===== src/rtl/i2c_cfg_sequencer.sv =====
// Walks a {reg_addr, reg_data} config LUT and issues each entry as one I2C write, with power-up
// and in-table ms delays, NACK retry and done/error status. Option macro: CFG_READBACK_VERIFY_EN.
module i2c_cfg_sequencer #(
  parameter int          CLK_FREQ      = 50_000_000,
  parameter int          REG_ADDR_W    = 16,
  parameter int          REG_DATA_W    = 8,
  parameter int          IDX_W         = 8,
  parameter int          INIT_DELAY_MS = 20,
  parameter logic [15:0] DELAY_ADDR    = 16'hFFFF,
  parameter int          MAX_RETRY     = 3
) (
  input  logic                             clk,
  input  logic                             rst_n,
  input  logic                             cfg_start,
  output logic [IDX_W-1:0]                 lut_index,
  input  logic [REG_ADDR_W+REG_DATA_W-1:0] lut_data,
  input  logic [IDX_W-1:0]                 lut_size,
  output logic                             i2c_req,
  output logic [REG_ADDR_W-1:0]            i2c_addr,
  output logic [REG_DATA_W-1:0]            i2c_wdata,
  output logic                             i2c_rw,
  input  logic [REG_DATA_W-1:0]            i2c_rdata,
  input  logic                             i2c_done,
  input  logic                             i2c_nack,
  output logic                             cfg_busy,
  output logic                             cfg_done,
  output logic                             cfg_error,
  output logic [IDX_W-1:0]                 err_index
);
  localparam int TICK_DIV = (CLK_FREQ / 1000 > 1) ? CLK_FREQ / 1000 : 1;
  localparam int TICK_W   = (TICK_DIV > 1) ? $clog2(TICK_DIV) : 1;
  localparam int RTRY_W   = $clog2(MAX_RETRY + 2);
  localparam logic [REG_ADDR_W-1:0] DLY_ADDR = REG_ADDR_W'(DELAY_ADDR);

  typedef enum logic [3:0] {
    PWRUP, IDLE, FETCH, LATCH, ISSUE, WAIT, DELAY, NEXT, DONE, ERROR
`ifdef CFG_READBACK_VERIFY_EN
    , RD_ISSUE, RD_WAIT
`endif
  } state_t;

  state_t                  state, state_n;
  logic [IDX_W-1:0]        idx_n, err_idx_n;
  logic [REG_ADDR_W-1:0]   addr_n, lut_addr;
  logic [REG_DATA_W-1:0]   data_n, lut_wdat;
  logic [RTRY_W-1:0]       retry, retry_n;
  logic [15:0]             ms_cnt, ms_n;
  logic [TICK_W-1:0]       tick_cnt;
  logic                    tick, req_n, fail, last_entry;

  assign lut_addr   = lut_data[REG_ADDR_W+REG_DATA_W-1:REG_DATA_W];
  assign lut_wdat   = lut_data[REG_DATA_W-1:0];
  assign tick       = (tick_cnt == TICK_W'(TICK_DIV - 1));
  assign last_entry = ({1'b0, lut_index} + (IDX_W+1)'(1)) >= {1'b0, lut_size};

`ifdef CFG_READBACK_VERIFY_EN
  logic rw_q, rw_n;
  assign i2c_rw = rw_q;
`else
  logic unused_rdata;
  assign unused_rdata = ^i2c_rdata;
  assign i2c_rw       = 1'b0;
`endif

  always_comb begin
    state_n   = state;
    idx_n     = lut_index;
    addr_n    = i2c_addr;
    data_n    = i2c_wdata;
    retry_n   = retry;
    ms_n      = ms_cnt;
    req_n     = i2c_req;
    err_idx_n = err_index;
    fail      = 1'b0;
`ifdef CFG_READBACK_VERIFY_EN
    rw_n      = rw_q;
`endif
    case (state)
      PWRUP: begin
        if (ms_cnt >= 16'(INIT_DELAY_MS)) begin
          ms_n    = '0;
          idx_n   = '0;
          state_n = (lut_size == '0) ? DONE : FETCH;
        end else if (tick) begin
          ms_n = ms_cnt + 16'd1;
        end
      end
      IDLE, DONE, ERROR: begin
        if (cfg_start) begin
          retry_n = '0;
          idx_n   = '0;
          state_n = (lut_size == '0) ? DONE : FETCH;
        end
      end
      FETCH: state_n = LATCH;
      LATCH: begin
        addr_n  = lut_addr;
        data_n  = lut_wdat;
        ms_n    = '0;
        state_n = (lut_addr == DLY_ADDR) ? DELAY : ISSUE;
      end
      // Delay entries reuse the latched data register as the ms count.
      DELAY: begin
        if (ms_cnt >= 16'(i2c_wdata)) begin
          ms_n    = '0;
          state_n = NEXT;
        end else if (tick) begin
          ms_n = ms_cnt + 16'd1;
        end
      end
      ISSUE: begin
        req_n   = 1'b1;
        state_n = WAIT;
      end
      WAIT: begin
        if (i2c_nack) begin
          req_n = 1'b0;
          fail  = 1'b1;
        end else if (i2c_done) begin
          req_n = 1'b0;
`ifdef CFG_READBACK_VERIFY_EN
          state_n = RD_ISSUE;
`else
          state_n = NEXT;
`endif
        end
      end
`ifdef CFG_READBACK_VERIFY_EN
      RD_ISSUE: begin
        req_n   = 1'b1;
        rw_n    = 1'b1;
        state_n = RD_WAIT;
      end
      RD_WAIT: begin
        if (i2c_nack || i2c_done) begin
          req_n = 1'b0;
          rw_n  = 1'b0;
          if (i2c_nack || (i2c_rdata != i2c_wdata)) fail = 1'b1;
          else state_n = NEXT;
        end
      end
`endif
      NEXT: begin
        retry_n = '0;
        if (last_entry) begin
          state_n = DONE;
        end else begin
          idx_n   = lut_index + IDX_W'(1);
          state_n = FETCH;
        end
      end
      default: state_n = PWRUP;
    endcase

    // A failed attempt goes back through ISSUE so i2c_req drops for at least one cycle.
    if (fail) begin
      if (retry < RTRY_W'(MAX_RETRY)) begin
        retry_n = retry + RTRY_W'(1);
        state_n = ISSUE;
      end else begin
        err_idx_n = lut_index;
        state_n   = ERROR;
      end
    end
  end

  always_ff @(posedge clk) begin
    if (!rst_n) begin
      state     <= PWRUP;
      lut_index <= '0;
      i2c_addr  <= '0;
      i2c_wdata <= '0;
      i2c_req   <= 1'b0;
      retry     <= '0;
      ms_cnt    <= '0;
      tick_cnt  <= '0;
      err_index <= '0;
      cfg_busy  <= 1'b0;
      cfg_done  <= 1'b0;
      cfg_error <= 1'b0;
`ifdef CFG_READBACK_VERIFY_EN
      rw_q      <= 1'b0;
`endif
    end else begin
      state     <= state_n;
      lut_index <= idx_n;
      i2c_addr  <= addr_n;
      i2c_wdata <= data_n;
      i2c_req   <= req_n;
      retry     <= retry_n;
      ms_cnt    <= ms_n;
      tick_cnt  <= tick ? '0 : tick_cnt + TICK_W'(1);
      err_index <= err_idx_n;
      cfg_busy  <= !((state_n == IDLE) || (state_n == DONE) || (state_n == ERROR));
      cfg_done  <= (state_n == DONE);
      cfg_error <= (state_n == ERROR);
`ifdef CFG_READBACK_VERIFY_EN
      rw_q      <= rw_n;
`endif
    end
  end
endmodule


===== config.mk =====
export PLATFORM = sky130hd
export DESIGN_NAME = i2c_cfg_sequencer
export DESIGN_NICKNAME = d
export VERILOG_FILES = /design/src/rtl/i2c_cfg_sequencer.sv
export SDC_FILE = /design/constraint.sdc
export NUM_CORES = 1
export LEC_CHECK = 0
export BUFFER_PORTS_ARGS = -buffer_cell sky130_fd_sc_hd__buf_4
export CORE_UTILIZATION = 49
export DETAILED_ROUTE_END_ITERATION = 7
export PLACE_DENSITY_LB_ADDON = 0.08
export SETUP_SLACK_MARGIN = 0.05
export SKIP_CTS_REPAIR_TIMING = 1
export SLEW_MARGIN = 20
export SYNTH_ARGS = -nofsm -noshare
export SYNTH_HDL_FRONTEND = slang
export SYNTH_SLANG_ARGS = --single-unit

===== constraint.sdc =====
create_clock -name clk -period 7.8 [get_ports clk]
set_input_delay 1.17 -clock clk [delete_from_list [all_inputs] [get_ports clk]]
set_output_delay 1.17 -clock clk [all_outputs]
set_load 0.05 [all_outputs]

# After elaboration in Yosys (flattened, before gate mapping)
# Index checks and enable logic that the tools add are counted.
# classes
bitwise,2
add_sub_neg,5
mux,28
magnitude_cmp,4
n_eq_ne,18
n_reduce_logical,13
# op_table
op,count
$mux 16,3
$pmux 16 s3,1
$mux 4,9
$add 16x1->16 const B,2
$eq 16x16->1 const B,2
$pmux 4 s8,1
$mux 8,3
$pmux 8 s3,1
$eq 4x3->1 const B,4
$eq 4x4->1 const B,4
$ge 16x5->1 const B,1
$ge 16x8->1,1
$add 8x1->9 const B,1
$ge 9x8->1,1
$mux 3,3
$add 8x1->8 const B,1
$eq 4x1->1 const B,2
$eq 4x2->1 const B,2
$logic_not 8->1,1
$ne 2x2->1 const B,3
$pmux 3 s2,1
$reduce_bool 3->1,2
$logic_not 4->1,1
$mux 1,4
other kinds (13),16
# word_totals
ff_bits,83
out_inout_bits,45
word_cells,82
input_bits,45

# Logic depth before layout (Yosys ltp)
# logic_depth
ltp_word,9
mapped_depth,11
mapped_depth_nobuf,10

# Worst setup path after synthesis
# Ideal clock, no wire load.
# synth_timing
path_type,reg2reg
startpoint,register lut_index[2]
endpoint,register lut_index[3]
synth_period_minus_slack_ns,3.114
path_buffers,2
arrival_ns,3.023
stages_incl_launch_ff,12
setup_time_ns,0.091
required_ns,7.709
path_slack_ns,4.686
path_cell_list,dfxtp_1 clkbuf_1 nand3_1 nor3_1 xor2_1 ha_1 a21oi_1 nand2_1 a2111oi_4 buf_4 nand2_1 a311oi_1
# synth_between
elab_chain_cells,4
elab_cells_between_ends,7
classes_between,add/sub (2); order compare (1); eq/ne (1); mux (2); reduce/logical (1)
# synth_lines
item,line_no,text
start: declaration,15,"output logic [IDX_W-1:0] lut_index,"
start signal: assignment,186,lut_index <= idx_n;
$add 8x1->9,54,"assign last_entry = ({1'b0, lut_index} + (IDX_W+1)'(1)) >= {1'b0, lut_size};"
$ge 9x8->1,54,
$ne 2x2->1 (no line),n/a,
$reduce_and 4->1 (no line),n/a,
# Parallel ways exist; a longest one is shown, timed or not. The select of a mux whose other input is x is not followed.
# A chain may end at the register's enable or synchronous reset.

# Worst setup path after layout
# layout_timing
startpoint,register lut_index[0]
endpoint,register lut_index[6]
# The elaborated chain is that of the path after synthesis.

==> reports/metrics.csv <==
stage,metric,value,unit
clocking,worstSkewPairLatency,0.36,ns
routing,wirelength,9777,µm
grt,grtUsageTotal,0.2314,
critical_path,cpPeakStageDelay,0.88,ns
routing,vias,3843,
floorplanning,fp-row-count,33,
floorplanning,floorplan.initialDensity,0.5076,
clocking,htree_levels,3,
clocking,clockRootBuffer,clkbuf_8,
pwr,clock_power_share,0.426,
critical_path,path_class,reg -> reg,
grt,grt_first_pass_wirelength,16310,µm
synthesis,syn_avg_cell_area,8.123,µm²
grt,antenna_found_initial,0,
layout,final_layout_size_suffix_gt1_frac,0.1832,
min_path,hold_path_class,reg -> reg,
floorplanning,fp.coreArea,8258,µm²
placement,dp_slack,4.360,ns
sta,fin_crit,3.369,ns
placement,port_buffers,80,
sta,rsz0062_at_grt,false,
synthesis,yosysTopAreaCell,dfxtp_1,
sta,final_hold_viol_count,0,
pwr,p_seq_frac,0.532,
layout,antenna_cells,0,
clocking,cts.sinks,83,
critical_path,rr_endpoint,lut_index[6],
synthesis,syn_nets,582,
synthesis,netlist_instances,516,
clocking,cts_tree,yes,
pwr,intPower,0.0006206,W
critical_path,regToRegSetupSlack,4.43,ns
synthesis,ys_seq_area_frac,0.3964,
critical_path,worstPathCellList,"ha_1, and3_1, nand3_1, xnor2_1, ha_1, nand3_1, a21oi_1, a2111oi_4, nand2b_1, a311oi_1",
synthesis,synth_area,4192,µm²
critical_path,worst_ep_arrival_time,3.60,ns
pwr,p_sw,0.0001810,W
pwr,power_per_cell_area,159.0,nW/µm²
critical_path,cp_top_family,compound AO/OA/AOI/OAI gates,
sta,fin_ws,4.431,ns
layout,nNetsFinal,646,
sta,fin_crit_sh,0.4319,
critical_path,critPathBufInv,0,
synthesis,yosysTopAreaCellShare,0.3964,
synthesis,synth_edf_count,0,
routing,via_per_inst,5.578,
sta,worst_pin_slew,0.9177,ns
min_path,worstHoldEndpoint,i2c_addr[11],
sta,slew_headroom,0.3882,
sta,max_freq,0.2968,GHz
synthesis,ys_top_cells_by_area,"dfxtp_1 40%, nand2_1 7.5%, ha_1 6.3%",
layout,syn_to_final_growth,20.30,%
synthesis,ys_warn_count,0,
routing,detail_route.wl_per_cell,14.19,µm
floorplanning,die_h,94.49,µm
pwr,switching_share,0.2257,
placement,globalplace.congestion,0.8097,
pwr,p_leak,1.948,nW
synthesis,synthArstFlopShare,0,
critical_path,endpoint_kind,flop,
routing,ant_nets,0,
clocking,clk_path_buf_depth,2,
pwr,comb_power_share,0.042,
clocking,path_clk_slew,0.09,ns
sta,slew_violations,0,
grt,grt_pass1_vias,3522,
critical_path,worst_path_max_delay_cell,a2111oi_4,
synthesis,synth-seq-cells,83,
critical_path,cp-start-kind,flop,
critical_path,r2r-start,lut_index[0],
routing,drc_errors,0,
routing,dr.first_iter.drc_count,152,
sta,timing.setup.tns,0,ns
status,outcome,finished clean,
clocking,cts_buffers,9,
floorplanning,die_width,94.49,µm
floorplanning,ios,90,
critical_path,crit_required,8.03,ns
synthesis,synthFlopType,dfxtp_1,
grt,grt_max_degree,47,
sta,clock_skew,0.01423,ns
pwr,peakVddDrop,0.08541,mV
floorplanning,die_area,8928,µm²
min_path,min_from,i2c_addr[11],
routing,firstDrtPassIters,5,
synthesis,synthDistinctLibCells,58,
critical_path,reg2regPathDepth,10,
critical_path,crit_fanout,18,
placement,dp_hpwl,6830,µm
layout,fin_util,0.6106,
min_path,min_path_cells,2,
grt,overflow,0,
job,drv_cap,0,
sta,finalSetupViolations,0,
==> registers in the layout, summed over array words and instances, names as in the netlist <==
name and flops:
i2c_addr 16, ms_cnt 16, tick_cnt 16, err_index 8
i2c_wdata 8, lut_index 8, state 4, retry 3
cfg_busy 1, cfg_done 1, cfg_error 1, i2c_req 1
==> placed cells by master, fill, tap and decap left out, types with 7 or more instances in the layout <==
cell      count
nand4_1      14
nor2_1       39
buf_4        82
nor4_1        7
o21ai_0      14
dfxtp_1      83
ha_1         21
nor3_1       10
nand2_1      84
and3_1       13
nand3_1      21
inv_1        21
clkbuf_8      9
xnor2_1      19
xor2_1       11
a21oi_1      48
==> synthesized netlist by cell type, types with 7 or more instances <==
library cell and number:
inv_1 21, xnor2_1 19, xor2_1 11, clkbuf_1 23, dfxtp_1 83, nand2_1 84, and3_1 13, nand3_1 21
nor4_1 7, nor2_1 39, nor3_1 11, a21oi_1 48, ha_1 21, o21ai_0 14, nand4_1 14
==> stage by stage <==
stage	cells	instance area, µm²	total power, W	hold WS [ns]
6_report	689	5042	0.0008016	0.4612
5_1_grt	689	5042	0.0008331	0.4795
4_1_cts	689	5034	0.0008123	0.4636
3_5_place_dp	674	4820	0.0004693	0.4502
3_3_place_gp	674	4820	0.0004686	0.4300
2_1_floorplan	516	4192	0.0004501	0.4175
==> final cells by class <==
type / instances / area [µm²]
Clock buffer: 9 / 123.9
Clock inverter: 6 / 90.09
Fill cell: 742 / 3216
Inverter: 21 / 78.83
Multi-Input combinational cell: 383 / 2341
Sequential cell: 83 / 1662
Tap cell: 105 / 131.4
Timing Repair Buffer: 82 / 615.6
==> cells by family after synthesis <==
logic type | synth area share
AOI/OAI and AO/OA | 0.1507
other | 0.0008947
DFF | 0.3964
muxes | 0.002388
xor gates and xnor gates | 0.06269
adders and majority gates | 0.06269
buffers and inverters | 0.04836
and+or+nand+nor | 0.2758
==> worst max-delay path by stage <==
stage               slack (ns)    startpoint  cells past startpoint      endpoint
floorplan                 4.69  lut_index[2]                     11  lut_index[3]
global placement          4.41   lut_size[4]                      8  lut_index[5]
detailed placement        4.36   lut_size[4]                      8  lut_index[6]
CTS                       4.45  lut_index[0]                     10  lut_index[6]
global route              4.10  lut_index[0]                     10  lut_index[3]
finish                    4.43  lut_index[0]                     10  lut_index[6]
==> layer usage <==
metal	vias to the layer above	global-route usage	wire (µm)
met4	0	0.08712	164
met2	119	0.3726	4492
met3	16	0.05717	536
li1	1933	-	-
met5	-	0	0
met1	1775	0.2985	4584
==> power by group through the flow <==
stage	clock (W)	combinational, W	sequential, W
after floorplan	0	0.0000132	0.000437
after global placement	0	0.0000327	0.000436
after detailed placement	0	0.0000332	0.000436
after CTS	0.000353	0.0000336	0.000426
after global routing	0.000370	0.0000368	0.000426
final	0.000342	0.0000339	0.000426
==> worst register-to-register path: stages (launching register included) <==
cell	delay [ns]
dfxtp_1	0.49
ha_1	0.31
and3_1	0.25
nand3_1	0.13
xnor2_1	0.27
ha_1	0.30
nand3_1	0.07
a21oi_1	0.08
a2111oi_4	0.88
nand2b_1	0.33
a311oi_1	0.13
No activity file was read; power rests on OpenSTA's default activity.
